File: config.mk
export PLATFORM = sky130hd
export DESIGN_NAME = game_phase_ctrl_flat
export DESIGN_NICKNAME = d
export VERILOG_FILES = /design/src/rtl/game_phase_ctrl_pkg.sv /design/src/rtl/game_phase_ctrl_if.sv /design/src/rtl/game_phase_ctrl_frame_timer.sv /design/src/rtl/game_phase_ctrl.sv /design/src/flat_wrapper.sv
export SDC_FILE = /design/constraint.sdc
export NUM_CORES = 1
export LEC_CHECK = 0
export ABC_AREA = 1
export BUFFER_PORTS_ARGS = -buffer_cell sky130_fd_sc_hd__buf_2
export CORE_ASPECT_RATIO = 0.75
export CORE_MARGIN = 3
export CORE_UTILIZATION = 55
export CTS_CLUSTER_DIAMETER = 100
export DETAILED_ROUTE_END_ITERATION = 12
export GPL_TIMING_DRIVEN = 0
export PLACE_DENSITY = 0.77
export SLEW_MARGIN = 10
export SYNTH_ARGS = -nofsm -noshare
export SYNTH_HDL_FRONTEND = slang
export SYNTH_SLANG_ARGS = --single-unit
File: constraint.sdc
create_clock -name clk -period 2.85 [get_ports clk]
set_input_delay 0.285 -clock clk [delete_from_list [all_inputs] [get_ports clk]]
set_output_delay 0.285 -clock clk [all_outputs]
set_load 0.01 [all_outputs]
File: src/rtl/game_phase_ctrl_pkg.sv
// Shared phase encodings, frame-count defaults and small helpers for the
// playfield sequencer and the draw/motion blocks that consume its flags.
package game_phase_ctrl_pkg;

    // Phase encodings, also exported on the phase debug port.
    localparam logic [2:0] PH_INIT  = 3'd0;
    localparam logic [2:0] PH_SERVE = 3'd1;
    localparam logic [2:0] PH_PLAY  = 3'd2;
    localparam logic [2:0] PH_DEAD  = 3'd3;
    localparam logic [2:0] PH_OVER  = 3'd4;

    // Frame-count defaults, shared so the renderer and motion blocks agree.
    localparam int DEF_LIVES        = 3;
    localparam int DEF_SERVE_FRAMES = 30;
    localparam int DEF_DEAD_FRAMES  = 60;
    localparam int DEF_OVER_FRAMES  = 180;
    localparam int DEF_FLASH_FRAMES = 8;

    localparam int FCNT_W  = 8;
    localparam int LEVEL_W = 4;
    localparam int LIVES_W = 2;

    // Level counter saturates at its maximum instead of wrapping.
    function automatic logic [LEVEL_W-1:0] level_inc(input logic [LEVEL_W-1:0] lvl);
        return (lvl == {LEVEL_W{1'b1}}) ? lvl : lvl + 1'b1;
    endfunction

    // Phases in which frame ticks advance the frame counter.
    function automatic logic is_timed(input logic [2:0] ph);
        return (ph == PH_SERVE) || (ph == PH_DEAD) || (ph == PH_OVER);
    endfunction

endpackage

File: src/rtl/game_phase_ctrl_if.sv
// Event inputs and phase flag outputs of the playfield sequencer.
// master: the sequencer itself; slave: timing source and flag consumers.
interface game_phase_ctrl_if;
    import game_phase_ctrl_pkg::*;

    logic                 frame_tick;
    logic                 start_btn;
    logic                 ball_lost;
    logic                 bricks_clear;

    logic                 init;
    logic                 dead;
    logic                 border_on;
    logic                 play_en;
    logic                 ball_reset;
    logic                 level_up;
    logic [LIVES_W-1:0]   lives;
    logic [LEVEL_W-1:0]   level;
    logic [2:0]           phase;

    modport master (
        input  frame_tick, start_btn, ball_lost, bricks_clear,
        output init, dead, border_on, play_en, ball_reset, level_up,
               lives, level, phase
    );

    modport slave (
        output frame_tick, start_btn, ball_lost, bricks_clear,
        input  init, dead, border_on, play_en, ball_reset, level_up,
               lives, level, phase
    );

endinterface

File: src/rtl/game_phase_ctrl_frame_timer.sv
// Loadable frame-tick counter. `done` flags the tick that brings the count
// to the compare value, so a phase using it lasts exactly cmp ticks.
module game_phase_ctrl_frame_timer #(
    parameter int W = 8
) (
    input  logic         clk,
    input  logic         rst,
    input  logic         clr,
    input  logic         load,
    input  logic [W-1:0] load_val,
    input  logic         tick,
    input  logic [W-1:0] cmp,
    output logic [W-1:0] cnt_nxt,
    output logic         done
);

    logic [W-1:0] cnt;
    logic [W-1:0] cnt_inc;

    // done depends only on the current count and tick, never on clr, so the
    // state machine can use it to decide transitions without a loop.
    always_comb begin
        cnt_inc = cnt + 1'b1;
        done    = tick && (cnt_inc == cmp);
        cnt_nxt = cnt;
        if (clr)
            cnt_nxt = '0;
        else if (load)
            cnt_nxt = load_val;
        else if (tick)
            cnt_nxt = cnt_inc;
    end

    // Count register; clear has priority over load and tick.
    always_ff @(posedge clk or posedge rst) begin
        if (rst)
            cnt <= '0;
        else
            cnt <= cnt_nxt;
    end

endmodule

File: src/rtl/game_phase_ctrl.sv
// Frame-level game phase sequencer: attract, serve, play, death, game over.
// All outputs are registered from next-state values so they change together
// with the phase register.
module game_phase_ctrl
    import game_phase_ctrl_pkg::*;
#(
    parameter int LIVES        = DEF_LIVES,
    parameter int SERVE_FRAMES = DEF_SERVE_FRAMES,
    parameter int DEAD_FRAMES  = DEF_DEAD_FRAMES,
    parameter int OVER_FRAMES  = DEF_OVER_FRAMES,
    parameter int FLASH_FRAMES = DEF_FLASH_FRAMES
) (
    input  logic             clk,
    input  logic             rst,
    game_phase_ctrl_if.master bus
);

    logic [2:0]          state, state_nxt;
    logic                start_q, start_ev;
    logic [LIVES_W-1:0]  lives_q, lives_nxt;
    logic [LEVEL_W-1:0]  level_q, level_nxt;
    logic                ball_reset_nxt, level_up_nxt;
    logic                init_q, dead_q, border_q, play_q, ball_reset_q, level_up_q;
    logic                border_nxt;

    logic                tick_en, clr, done;
    logic [FCNT_W-1:0]   cmp, cnt_nxt, flash_idx;

    // Start is an event only on a 0->1 transition of the debounced level.
    assign start_ev = bus.start_btn && !start_q;

    // Frames advance only in the timed phases.
    assign tick_en = bus.frame_tick && is_timed(state);

    // One counter is shared; its terminal value depends on the phase.
    always_comb begin
        cmp = '0;
        case (state)
            PH_SERVE: cmp = FCNT_W'(SERVE_FRAMES);
            PH_DEAD:  cmp = FCNT_W'(DEAD_FRAMES);
            PH_OVER:  cmp = FCNT_W'(OVER_FRAMES);
            default:  cmp = '0;
        endcase
    end

    // Phase transitions and the lives/level/pulse values that go with them.
    always_comb begin
        state_nxt      = state;
        lives_nxt      = lives_q;
        level_nxt      = level_q;
        ball_reset_nxt = 1'b0;
        level_up_nxt   = 1'b0;
        case (state)
            PH_INIT: begin
                if (start_ev) begin
                    state_nxt      = PH_SERVE;
                    lives_nxt      = LIVES_W'(LIVES);
                    level_nxt      = '0;
                    ball_reset_nxt = 1'b1;
                end
            end
            PH_SERVE: begin
                if (done)
                    state_nxt = PH_PLAY;
            end
            PH_PLAY: begin
                // A cleared board beats a lost ball in the same cycle.
                if (bus.bricks_clear) begin
                    state_nxt      = PH_SERVE;
                    level_nxt      = level_inc(level_q);
                    level_up_nxt   = 1'b1;
                    ball_reset_nxt = 1'b1;
                end else if (bus.ball_lost) begin
                    if (lives_q > LIVES_W'(1)) begin
                        lives_nxt = lives_q - 1'b1;
                        state_nxt = PH_DEAD;
                    end else begin
                        lives_nxt = '0;
                        state_nxt = PH_OVER;
                    end
                end
            end
            PH_DEAD: begin
                if (done) begin
                    state_nxt      = PH_SERVE;
                    ball_reset_nxt = 1'b1;
                end
            end
            PH_OVER: begin
                // A start press only returns to attract; it never starts a game.
                if (start_ev || done)
                    state_nxt = PH_INIT;
            end
            default: state_nxt = PH_INIT;
        endcase
    end

    // Any phase change restarts the frame count, even when a tick coincides.
    assign clr = (state_nxt != state);

    game_phase_ctrl_frame_timer #(.W(FCNT_W)) u_timer (
        .clk      (clk),
        .rst      (rst),
        .clr      (clr),
        .load     (1'b0),
        .load_val ('0),
        .tick     (tick_en),
        .cmp      (cmp),
        .cnt_nxt  (cnt_nxt),
        .done     (done)
    );

    // Border blinks in DEAD with a half-period of FLASH_FRAMES, starting lit.
    always_comb begin
        flash_idx  = cnt_nxt / FCNT_W'(FLASH_FRAMES);
        border_nxt = (state_nxt == PH_DEAD) ? !flash_idx[0] : 1'b1;
    end

    // Phase, lives, level and start edge history.
    always_ff @(posedge clk or posedge rst) begin
        if (rst) begin
            state   <= PH_INIT;
            start_q <= 1'b0;
            lives_q <= LIVES_W'(LIVES);
            level_q <= '0;
        end else begin
            state   <= state_nxt;
            start_q <= bus.start_btn;
            lives_q <= lives_nxt;
            level_q <= level_nxt;
        end
    end

    // Registered phase flags and one-cycle pulses.
    always_ff @(posedge clk or posedge rst) begin
        if (rst) begin
            init_q       <= 1'b1;
            dead_q       <= 1'b0;
            border_q     <= 1'b1;
            play_q       <= 1'b0;
            ball_reset_q <= 1'b0;
            level_up_q   <= 1'b0;
        end else begin
            init_q       <= (state_nxt == PH_INIT);
            dead_q       <= (state_nxt == PH_DEAD) || (state_nxt == PH_OVER);
            border_q     <= border_nxt;
            play_q       <= (state_nxt == PH_PLAY);
            ball_reset_q <= ball_reset_nxt;
            level_up_q   <= level_up_nxt;
        end
    end

    assign bus.init       = init_q;
    assign bus.dead       = dead_q;
    assign bus.border_on  = border_q;
    assign bus.play_en    = play_q;
    assign bus.ball_reset = ball_reset_q;
    assign bus.level_up   = level_up_q;
    assign bus.lives      = lives_q;
    assign bus.level      = level_q;
    assign bus.phase      = state;

endmodule

File: src/flat_wrapper.sv
// flat-port wrapper written by rule: the top's interface ports become plain ports
module game_phase_ctrl_flat import game_phase_ctrl_pkg::*;
#(
    parameter int LIVES        = DEF_LIVES,
    parameter int SERVE_FRAMES = DEF_SERVE_FRAMES,
    parameter int DEAD_FRAMES  = DEF_DEAD_FRAMES,
    parameter int OVER_FRAMES  = DEF_OVER_FRAMES,
    parameter int FLASH_FRAMES = DEF_FLASH_FRAMES
)
  (clk, rst, bus_frame_tick, bus_start_btn, bus_ball_lost, bus_bricks_clear, bus_init, bus_dead, bus_border_on, bus_play_en, bus_ball_reset, bus_level_up, bus_lives, bus_level, bus_phase);
  game_phase_ctrl_if bus_i ();
  input  logic clk;
  input  logic rst;
  input wire logic [$bits(bus_i.frame_tick)-1:0] bus_frame_tick;
  input wire logic [$bits(bus_i.start_btn)-1:0] bus_start_btn;
  input wire logic [$bits(bus_i.ball_lost)-1:0] bus_ball_lost;
  input wire logic [$bits(bus_i.bricks_clear)-1:0] bus_bricks_clear;
  output wire logic [$bits(bus_i.init)-1:0] bus_init;
  output wire logic [$bits(bus_i.dead)-1:0] bus_dead;
  output wire logic [$bits(bus_i.border_on)-1:0] bus_border_on;
  output wire logic [$bits(bus_i.play_en)-1:0] bus_play_en;
  output wire logic [$bits(bus_i.ball_reset)-1:0] bus_ball_reset;
  output wire logic [$bits(bus_i.level_up)-1:0] bus_level_up;
  output wire logic [$bits(bus_i.lives)-1:0] bus_lives;
  output wire logic [$bits(bus_i.level)-1:0] bus_level;
  output wire logic [$bits(bus_i.phase)-1:0] bus_phase;
  assign bus_i.frame_tick = bus_frame_tick;
  assign bus_i.start_btn = bus_start_btn;
  assign bus_i.ball_lost = bus_ball_lost;
  assign bus_i.bricks_clear = bus_bricks_clear;
  assign bus_init = bus_i.init;
  assign bus_dead = bus_i.dead;
  assign bus_border_on = bus_i.border_on;
  assign bus_play_en = bus_i.play_en;
  assign bus_ball_reset = bus_i.ball_reset;
  assign bus_level_up = bus_i.level_up;
  assign bus_lives = bus_i.lives;
  assign bus_level = bus_i.level;
  assign bus_phase = bus_i.phase;
  game_phase_ctrl #(.LIVES(LIVES), .SERVE_FRAMES(SERVE_FRAMES), .DEAD_FRAMES(DEAD_FRAMES), .OVER_FRAMES(OVER_FRAMES), .FLASH_FRAMES(FLASH_FRAMES)) u_core (.clk(clk), .rst(rst), .bus(bus_i));
endmodule
# --- After elaboration in Yosys (flattened, before gate mapping) ---
# Cells that the tools add are included.
op_classes:
  addsub: 3
  order_cmp: 1
  n_eq_ne: 15
  mux: 26
  reduce_logical: 15
op_table:
  columns: ["cell", "n"]
  rows:
  - ["$pmux 8 s3", 1]
  - ["$mux 3", 7]
  - ["$mux 8", 2]
  - ["$pmux 3 s5", 1]
  - ["$eq 3x2->1 const B", 4]
  - ["$mux 4", 3]
  - ["$add 8x1->8 const B", 1]
  - ["$eq 8x8->1", 1]
  - ["$mux 2", 4]
  - ["$ne 2x2->1 const B", 4]
  - ["$pmux 4 s2", 1]
  - ["$reduce_and 4->1", 2]
  - ["$eq 3x3->1 const B", 2]
  - ["$logic_not 3->1", 2]
  - ["$mux 1", 5]
  - ["$add 4x1->4 const B", 1]
  - ["$eq 4x4->1 const B", 1]
  - ["$logic_or 1x1->1", 4]
  - ["$pmux 2 s2", 1]
  - ["$reduce_bool 2->1", 2]
  - ["$eq 3x1->1 const B", 1]
  - ["$logic_and 1x1->1", 3]
  - ["$ne 3x3->1", 1]
  - ["$pmux 1 s3", 1]
  - ["other kinds (4)", 5]
totals:
  regBits: 24
  input_bits: 6
  out_inout_bits: 15
  word_cells: 72

# --- Logic depth before layout (Yosys ltp) ---
# Gate-level depths: netlist (run 1).
depth:
  ltp_word: 12
  mapped_depth: 15

# --- Cells and area by module ---
# A second synthesis (run 1) with hierarchy kept.
unflattened:
  hier_cells: 212
  area_unflattened_um2: 1577.8
by_module_without_submodules:
  columns: ["mod", "n_inst", "cells_per_inst", "area_each_um2", "seq_area_each_um2"]
  rows:
  - ["game_phase_ctrl", 1, 103, 873.3, 405.4]
  - ["game_phase_ctrl_frame_timer", 1, 109, 704.4, 200.2]

# --- Worst setup path before layout (run 1) ---
# OpenSTA, ideal clock, no wires.
synth_path:
  kind: "register to register"
  start: "register u_core.u_timer.cnt[0]"
  end: "register u_core.u_timer.cnt[1]"
  t_arrival_ps: 1805
  required_ps: 2729
  slack_ps: 924
  stages_incl_launch_ff: 16
  path_cell_list: "dfrtp_1 -> ha_1 -> nand2_1 -> inv_1 -> nor2_1 -> nand2_1 -> nand2_1 -> nand3_1 -> nor2_1 -> nand3_2 -> nand2_2 -> nand2_1 -> nand2_1 -> a21oi_2 -> nand2_2 -> nor2_1"
synth_between:
  elab_chain_cells: 8
  elab_cells_between_ends: 12
synth_rtl:
  columns: ["item", "line", "rtl"]
  rows:
  - ["start: declaration", "game_phase_ctrl_frame_timer.sv:17", "logic [W-1:0] cnt;"]
  - ["start signal: assignment", "game_phase_ctrl_frame_timer.sv:39", "cnt <= cnt_nxt;"]
  - ["$add 8x1->8 *", "game_phase_ctrl_frame_timer.sv:23", "cnt_inc = cnt + 1'b1;"]
  - ["$eq 8x8->1 *", "game_phase_ctrl_frame_timer.sv:24", "done = tick && (cnt_inc == cmp);"]
  - ["$logic_and 1x1->1 *", "game_phase_ctrl_frame_timer.sv:24", null]
  - ["$logic_or 1x1->1", "game_phase_ctrl.sv:91", "if (start_ev || done)"]
  - ["$mux 3", "game_phase_ctrl.sv:91", null]
  - ["$pmux 3 s5 *", "game_phase_ctrl.sv:53", "case (state)"]
  - ["named net u_core.state_nxt[0]", "game_phase_ctrl.sv:18", "logic [2:0] state, state_nxt;"]
  - ["$ne 3x3->1 *", "game_phase_ctrl.sv:99", "assign clr = (state_nxt != state);"]
  - ["$mux 8 / $reduce_bool 2->1 (equally long branches)", null, null]
# Mark *: on every way through the listed nets, which the timed path passes. The rest lies on a longest branch. The select of a mux whose other input is x is not followed.
# A chain may end at the register's enable or synchronous reset.

# --- Final worst setup path (run 1) ---
layout_path:
  start: "register u_core.u_timer.cnt[0]"
  end: "register u_core.u_timer.cnt[6]"
# Same word-level chain as after synthesis.

==> results of run 1 <==
## sequential cells by signal, indices dropped and copies added (netlist names)
name and flops:
u_core.bus.phase 3, u_core.bus.level_up 1, u_core.bus.init 1, u_core.u_timer.cnt 8, u_core.bus.level 4, u_core.bus.ball_reset 1
u_core.start_q 1, u_core.bus.play_en 1, u_core.bus.lives 2, u_core.bus.border_on 1, u_core.bus.dead 1
## cell families (layout without fill, tap and decap cells)
kind of cell	Yosys count	in the layout	share of synthesized area, %
AO/OA/AOI/OAI	23	23	9.857
XOR/XNOR	2	2	1.180
adder cells (fa/ha/maj)	2	2	1.685
buffers and inverters	34	58	8.593
flip-flops	24	24	40.78
AND/OR/NAND/NOR	127	127	37.91
## final timing paths
check | start | depth (start not counted) | end
worst min-delay path | bus_start_btn | 1 | u_core.start_q$_DFF_PP0_
worst min register to register | u_core.bus.lives[1]$_DFFE_PP1P_ | 2 | u_core.bus.lives[0]$_DFFE_PP1P_
min in group asynchronous | rst | 2 | u_core.bus.phase[1]$_DFF_PP0_
max in group asynchronous | rst | 2 | u_core.bus.level[3]$_DFFE_PP0P_
worst max register to register | u_core.u_timer.cnt[0]$_DFFE_PP0P_ | 15 | u_core.u_timer.cnt[6]$_DFFE_PP0P_
worst max-delay path | u_core.u_timer.cnt[0]$_DFFE_PP0P_ | 15 | u_core.u_timer.cnt[6]$_DFFE_PP0P_
## report_power, final
part	total, mW	internal, mW	switching, mW	leakage [nW]
combinational	0.646	0.224	0.422	0.596
sequential	0.536	0.436	0.0998	0.304
clock	0.240	0.142	0.0979	0.0279
## through the flow
stage               utilization (%)  power, mW  hold WS (ns)
floorplan                         -      1.013        0.2967
global placement              67.24      1.149        0.4077
detailed placement            67.24      1.178        0.4229
CTS                           69.41      1.426       0.08975
global route                  69.41      1.557       0.06649
finish                        69.41      1.422       0.09627
## per-layer routing
| layer | routed length (um) | part of all wire [%] | track usage [%] | vias up |
|---|---|---|---|---|
| met3 | 170 | 5.0 | 5.934 | 6 |
| met1 | 1617 | 48 | 29.85 | 668 |
| met5 | 0 | 0 | 0 | - |
| li1 | - | - | - | 730 |
| met4 | 42 | 1.2 | 6.081 | 0 |
| met2 | 1567 | 46 | 37.60 | 35 |
## area by class of cell
cell class              instances  area share, %
multi-input cells             154          44.75
inverters                      33          7.372
clock inverters                 1          1.787
well taps                      34          2.532
flip-flops and latches         24          36.04
clock buffers                   3          1.340
repair buffers                 20          5.957
plain buffers                   1         0.2234
## critical path, stage by stage (launching register included)
cell	delay [ns]
sky130_fd_sc_hd__dfrtp_1	0.48
sky130_fd_sc_hd__ha_1	0.28
sky130_fd_sc_hd__nand2_1	0.12
sky130_fd_sc_hd__inv_1	0.06
sky130_fd_sc_hd__nand2_1	0.08
sky130_fd_sc_hd__nand2_1	0.08
sky130_fd_sc_hd__nand2_1	0.09
sky130_fd_sc_hd__nand2_1	0.06
sky130_fd_sc_hd__nor2_1	0.14
sky130_fd_sc_hd__nand3_2	0.16
sky130_fd_sc_hd__nand2_2	0.12
sky130_fd_sc_hd__nand2_1	0.11
sky130_fd_sc_hd__nand2_1	0.11
sky130_fd_sc_hd__a21oi_2	0.06
sky130_fd_sc_hd__nand2_2	0.17
sky130_fd_sc_hd__nor2_1	0.07
## Yosys cell counts
| cell | n | area share, % |
|---|---|---|
| sky130_fd_sc_hd__nand2_2 | 4 | 1.7 |
| sky130_fd_sc_hd__a2bb2oi_1 | 1 | 0.59 |
| sky130_fd_sc_hd__ha_1 | 2 | 1.7 |
| sky130_fd_sc_hd__dfstp_2 | 4 | 7.1 |
| sky130_fd_sc_hd__nor3_1 | 3 | 1.0 |
| sky130_fd_sc_hd__o21bai_1 | 1 | 0.51 |
| sky130_fd_sc_hd__nand3b_1 | 1 | 0.51 |
| sky130_fd_sc_hd__a21oi_1 | 5 | 1.7 |
| sky130_fd_sc_hd__nor2_4 | 1 | 0.76 |
| sky130_fd_sc_hd__nor2_2 | 1 | 0.42 |
| sky130_fd_sc_hd__o21ai_0 | 12 | 4.0 |
| sky130_fd_sc_hd__a21oi_2 | 1 | 0.59 |
| sky130_fd_sc_hd__dfrtp_1 | 20 | 34 |
| sky130_fd_sc_hd__nand3_2 | 2 | 1.3 |
| sky130_fd_sc_hd__inv_1 | 33 | 8.3 |
| sky130_fd_sc_hd__nand4_1 | 5 | 2.1 |
| sky130_fd_sc_hd__a21boi_4 | 1 | 1.3 |
| sky130_fd_sc_hd__nand2_1 | 53 | 13 |
| sky130_fd_sc_hd__a21boi_0 | 1 | 0.51 |
| sky130_fd_sc_hd__clkbuf_1 | 1 | 0.25 |
| sky130_fd_sc_hd__xnor2_1 | 2 | 1.2 |
| sky130_fd_sc_hd__nor2_1 | 30 | 7.6 |
| sky130_fd_sc_hd__nand3_1 | 27 | 9.1 |
| sky130_fd_sc_hd__a32o_1 | 1 | 0.67 |
==> results.txt, run 1 <==
----------------------------------------------------
[Flow run]
  Total of max-cap violations ... 0

[STA]
  Clock period minus worst slack ... 2.288 ns
  Fraction of the cycle the final worst path needs ... 80.29%
  Final hold violation count ... 0
  Setup repair after global routing missed its margin ... false
  Highest clock frequency the design can meet ... 437.0 MHz
  Sum Neg Setup Slack ... 0 ns
  Setup violation total in the final timing report ... 0
  Setup Skew ... 0.004613 ns
  Max-slew violation count ... 0
  Worst slew pin tran ... 0.8618 ns
  Worst rel slew slack ... 42.48%
  Fin worst setup slack ... 0.5617 ns

[Drt]
  Residual DRC count ... 0
  Routed wirelength normalized by instance count ... 12.58 um
  Count of routing violations after the opening detailed-route iteration ... 124
  First drt pass iteration count ... 4
  Final routed wirelength across all metal layers ... 3.397 mm
  Vias per Instance ... 5.330
  Total vias in the final route ... around 1400
  Antenna-violating nets left ... 0

[Die]
  I/O pins ... 21
  Cell row count ... 15
  Die Footprint ... 3366 um2
  Height of the die ... between 50 and 60 um
  Width of the chip ... 66.01 um
  Area of the core ... 2421 um2
  Starting density of the core ... about three fifths

[Final layout]
  Layout overhead on the synthesized area ... 13.14%
  Nets@finish ... 245
  Fin cells ... 270
  Leading cell type in the layout, fill and taps excluded ... sky130_fd_sc_hd__nand2_1
  Multi-input gate area in the final layout ... 752.0 um2
  Sequential cell area ... 605.6 um2
  Filler cell count in the final layout ... around 200
  Share of post-route cells with drive strength above 1 ... between 10% and 20%
  Most frequent cells in the layout ... sky130_fd_sc_hd__nand2_1 (53), sky130_fd_sc_hd__inv_1 (33), sky130_fd_sc_hd__nor2_1 (30)
  Final Cell Area ... 1680 um2
  # diodes ... 0

[Synthesis]
  Mean area per synthesized cell ... 7.006 um2
  Synthesized cell area ... 1485 um2
  FF+latch count, synth ... 24
  Yosys warns ... 0
  Count of cell types in the netlist ... 24
  Number of cells produced by synthesis ... 212
  Net count after synthesis ... 220
  Sequential share of the synthesized area ... 40.78%

[Clock tree]
  Quantity of hold-fixing buffers added after cts ... 0
  Post-CTS repair timing setup buffer count ... 0
  Cts repair resizes ... 0
  Maximum buffer depth of the clock tree ... 2
  CTS tree ... yes
  Root buffer cell ... sky130_fd_sc_hd__clkbuf_4
  TritonCTS Sinks ... 24
  Worst-Skew Late Latency ... 0.31 ns
  Clock input transition at the sequential cells of the worst setup and hold paths ... 0.13 ns
  # H-tree levels ... 1
  Number of buffers inserted during clock tree synthesis ... 3

[Pwr]
  P_leak ... 0.9284 nW
  Power per Cell Area ... 846.3 nW/um2
  Peak supply drop ... 497.9 uV

[Worst setup path]
  Setup slack of the worst register-to-register path ... 0.56 ns
  Category of the worst setup path launch point ... flip-flop
  Type of the worst setup path ... flip-flop to flip-flop
  Worst-path maximum fanout ... 8
  CP required ... 3.06 ns
  Kind of end point of the critical path ... flip-flop
  Arr. time, crit path ... 2.50 ns

[Placed design]
  Post-placement cell area ... ~1600 um2
  Post-detail-place hpwl ... roughly 2.7 mm
  Number of buffer cells added on primary ports ... 20
  Routability congestion estimate from global placement ... between 0.9 and 1
  Number of instances in the placed design ... 266
  Place WS ... 0.6050 ns

[Global routing]
  Antenna violations before repair ... 0
  Global-route usage over all layers ... 22.82%
  Grt ovf ... 0
  Via count of the first global-routing pass ... 1369
  First-pass GRT wire length ... between 5 and 6 mm
  Maximum number of pins on one net before global-route repair ... 25

[Hold path]
  Tightest Hold Check Type ... input port to flip-flop

[Run status]
  Status ... completed

----------------------------------------------------
(Power assumes the default switching activity.)
==> run 2, diff against run 1 <==
Clock period 2.85 ns to 2.4 ns, I/O delays scaled along.
==> results.txt, run 2 (synthesis gave the netlist of run 1 again) <==
----------------------------------------------------
[Run status]
  Status ... completed

[Worst setup path]
  Arr. time, crit path ... 2.41 ns (-0.09 ns)
  Worst-path maximum fanout ... 8 (unchanged)
  Most frequent cell on the critical path ... sky130_fd_sc_hd__nand2_1
  Bufs and invs on worst path ... 1 (unchanged)
  Crit path cell chain ... ha_1, nand2_1, inv_1, nand2_1, nand2_1, nand2_1, nand2_1, nor2_1, nand3_2, nand2_2, nand2_1, nand2_2, a21oi_4, nand2_4, nor2_1
  Largest stage delay on the critical path ... 0.45 ns (-0.03 ns)
  Category of the worst setup path launch point ... flip-flop
  Kind of end point of the critical path ... flip-flop
  Crit-path slowest cell ... sky130_fd_sc_hd__dfrtp_1
  CP top delay family ... simple AND/OR/NAND/NOR gates
  Type of the worst setup path ... flip-flop to flip-flop
  CP required ... 2.62 ns (-0.44 ns)

[STA]
  Clock period minus worst slack ... 2.195 ns (-0.09353 ns)
  Highest clock frequency the design can meet ... 455.6 MHz (+4.3%)
  Fraction of the cycle the final worst path needs ... 91.45% (+11 points)
  Setup Skew ... 0.004692 ns (+0.00007824 ns)
  Final hold violation count ... 0 (unchanged)
  Sum Neg Setup Slack ... 0 ns (unchanged)
  Worst rel slew slack ... 42.89% (+0.41 points)
  Max-slew violation count ... 0 (unchanged)
  Setup repair after global routing missed its margin ... false
  Worst hold slack after final layout ... 0.04629 ns (-0.04998 ns)
  Setup violation total in the final timing report ... 0 (unchanged)
  Worst slew pin tran ... 0.8557 ns (-0.006168 ns)

[Pwr]
  Power per Cell Area ... 1020 nW/um2 (+21%)
  Cell-internal power ... 0.9917 mW (+24%)
  Total power of the final layout ... 1.756 mW (+23%)
  Clk network pwr share ... 16.4% (-0.5 points)
  Proportion of power drawn by combinational gates ... 47.6% (+2.2 points)
  Power spent charging and discharging nets ... 0.7640 mW (+23%)
  Power share of the sequential group ... 36.0% (-1.7 points)
  P_leak ... 0.9447 nW (+1.8%)
  Peak supply drop ... 601.8 uV (+21%)
  Switching power as a share of total power ... 43.51% (-0.094 points)

[Die]
  Area of the core ... 2421 um2 (unchanged)
  Height of the die ... 51 um (unchanged)
  Die Footprint ... 3366 um2 (unchanged)
  Width of the chip ... 66.01 um (unchanged)
  Cell row count ... 15 (unchanged)
  Starting density of the core ... 61.34% (unchanged)
  I/O pins ... 21 (unchanged)

[Placed design]
  Post-placement cell area ... 1628 um2 (unchanged)
  Number of buffer cells added on primary ports ... 20 (unchanged)
  Post-detail-place hpwl ... 2.690 mm (unchanged)
  Routability congestion estimate from global placement ... 0.9655 (unchanged)

[Global routing]
  Grt ovf ... 0 (unchanged)
  Antenna violations before repair ... 0 (unchanged)
  Global-route usage over all layers ... 22.82% (unchanged)
  First-pass GRT wire length ... 5.899 mm (unchanged)
  Via count of the first global-routing pass ... 1369 (unchanged)
  Maximum number of pins on one net before global-route repair ... 25 (unchanged)

[Clock tree]
  Clock input transition at the sequential cells of the worst setup and hold paths ... 0.13 ns (about the same)
  # H-tree levels ... 1 (unchanged)
  Number of buffers inserted during clock tree synthesis ... 3 (unchanged)
  Worst-Skew Late Latency ... 0.32 ns (about the same)
  TritonCTS Sinks ... 24 (unchanged)
  Quantity of hold-fixing buffers added after cts ... 0 (unchanged)
  CTS tree ... yes
  Maximum buffer depth of the clock tree ... 2 (unchanged)
  Root buffer cell ... sky130_fd_sc_hd__clkbuf_4

[Final layout]
  Final Cell Area ... 1720 um2 (+2.4%)
  Leading cell type in the layout, fill and taps excluded ... sky130_fd_sc_hd__nand2_1
  Most frequent cells in the layout ... sky130_fd_sc_hd__nand2_1 (52), sky130_fd_sc_hd__inv_1 (33), sky130_fd_sc_hd__nor2_1 (30)
  Layout overhead on the synthesized area ... 15.84%
  Sequential cell area ... 608.1 um2 (+0.41%)
  Filler cell count in the final layout ... 197 (-3.4%)
  # diodes ... 0 (unchanged)
  Most flop-heavy register ... u_core.u_timer.cnt
  Largest register FFs ... 8 (unchanged)
  Share of the core filled with cells in the final layout ... 71.06% (+1.7 points)
  Nets@finish ... 248 (+1.2%)
  Multi-input gate area in the final layout ... 767.0 um2 (+2.0%)
  Share of post-route cells with drive strength above 1 ... 18.41% (+2.3 points)

[Drt]
  Antenna-violating nets left ... 0 (unchanged)
  First drt pass iteration count ... 4 (unchanged)
  Residual DRC count ... 0 (unchanged)
  Count of routing violations after the opening detailed-route iteration ... 126 (+1.6%)
  Vias per Instance ... 5.399 (+1.3%)
  Final routed wirelength across all metal layers ... 3.497 mm (+2.9%)
  Total vias in the final route ... 1474 (+2.4%)
  Routed wirelength normalized by instance count ... 12.81 um (+1.8%)

[Hold path]
  Tightest Hold Check Type ... input port to flip-flop

[Flow run]
  Total of max-cap violations ... 0 (unchanged)

----------------------------------------------------
-- run 2: stage by stage --
step / instances / setup slack [ns]
floorplan: 212 / 0.4740
global placement: 266 / 0.1733
detailed placement: 266 / 0.1550
CTS: 270 / 0.1165
global route: 273 / 0.01920
finish: 273 / 0.2052
-- run 2: layer usage --
metal,routed length (um),up-vias,global-route usage [%]
met2,1606,50,37.60
li1,-,736,-
met3,203,8,5.934
met5,0,-,0
met4,47,0,6.081
met1,1639,680,29.85
-- run 2: final cells by class --
cell class | instances | area share (%)
plain buffers | 1 | 0.2182
multi-input cells | 154 | 44.58
flip-flops and latches | 24 | 35.35
clock inverters | 1 | 1.745
clock buffers | 3 | 1.309
repair buffers | 23 | 7.127
well taps | 34 | 2.473
inverters | 33 | 7.200
-- run 2: path summary, 6_finish.rpt --
check                      slack, ns                           endpoint  cells past startpoint                              start
max                             0.21  u_core.u_timer.cnt[6]$_DFFE_PP0P_                     15  u_core.u_timer.cnt[1]$_DFFE_PP0P_
min                             0.05           u_core.start_q$_DFF_PP0_                      1                      bus_start_btn
max reg2reg                     0.21  u_core.u_timer.cnt[6]$_DFFE_PP0P_                     15  u_core.u_timer.cnt[1]$_DFFE_PP0P_
min reg2reg                     0.50    u_core.bus.lives[0]$_DFFE_PP1P_                      2    u_core.bus.lives[1]$_DFFE_PP1P_
max in group asynchronous       1.75  u_core.u_timer.cnt[0]$_DFFE_PP0P_                      2                                rst
min in group asynchronous       0.08      u_core.bus.phase[1]$_DFF_PP0_                      2                                rst
-- run 2: repair_timing --
item	CTS	global route
resized for setup	0	5
setup endpoints to repair	0	8
setup buffers	0	3
-- run 2: power groups by stage --
stage	sequential (mW)	combinational (mW)	clock (mW)
2_1_floorplan	0.634	0.569	0
4_1_cts	0.631	0.767	0.296
5_1_grt	0.644	0.946	0.319
6_report	0.632	0.836	0.288
3_3_place_gp	0.633	0.731	0
3_5_place_dp	0.639	0.761	0
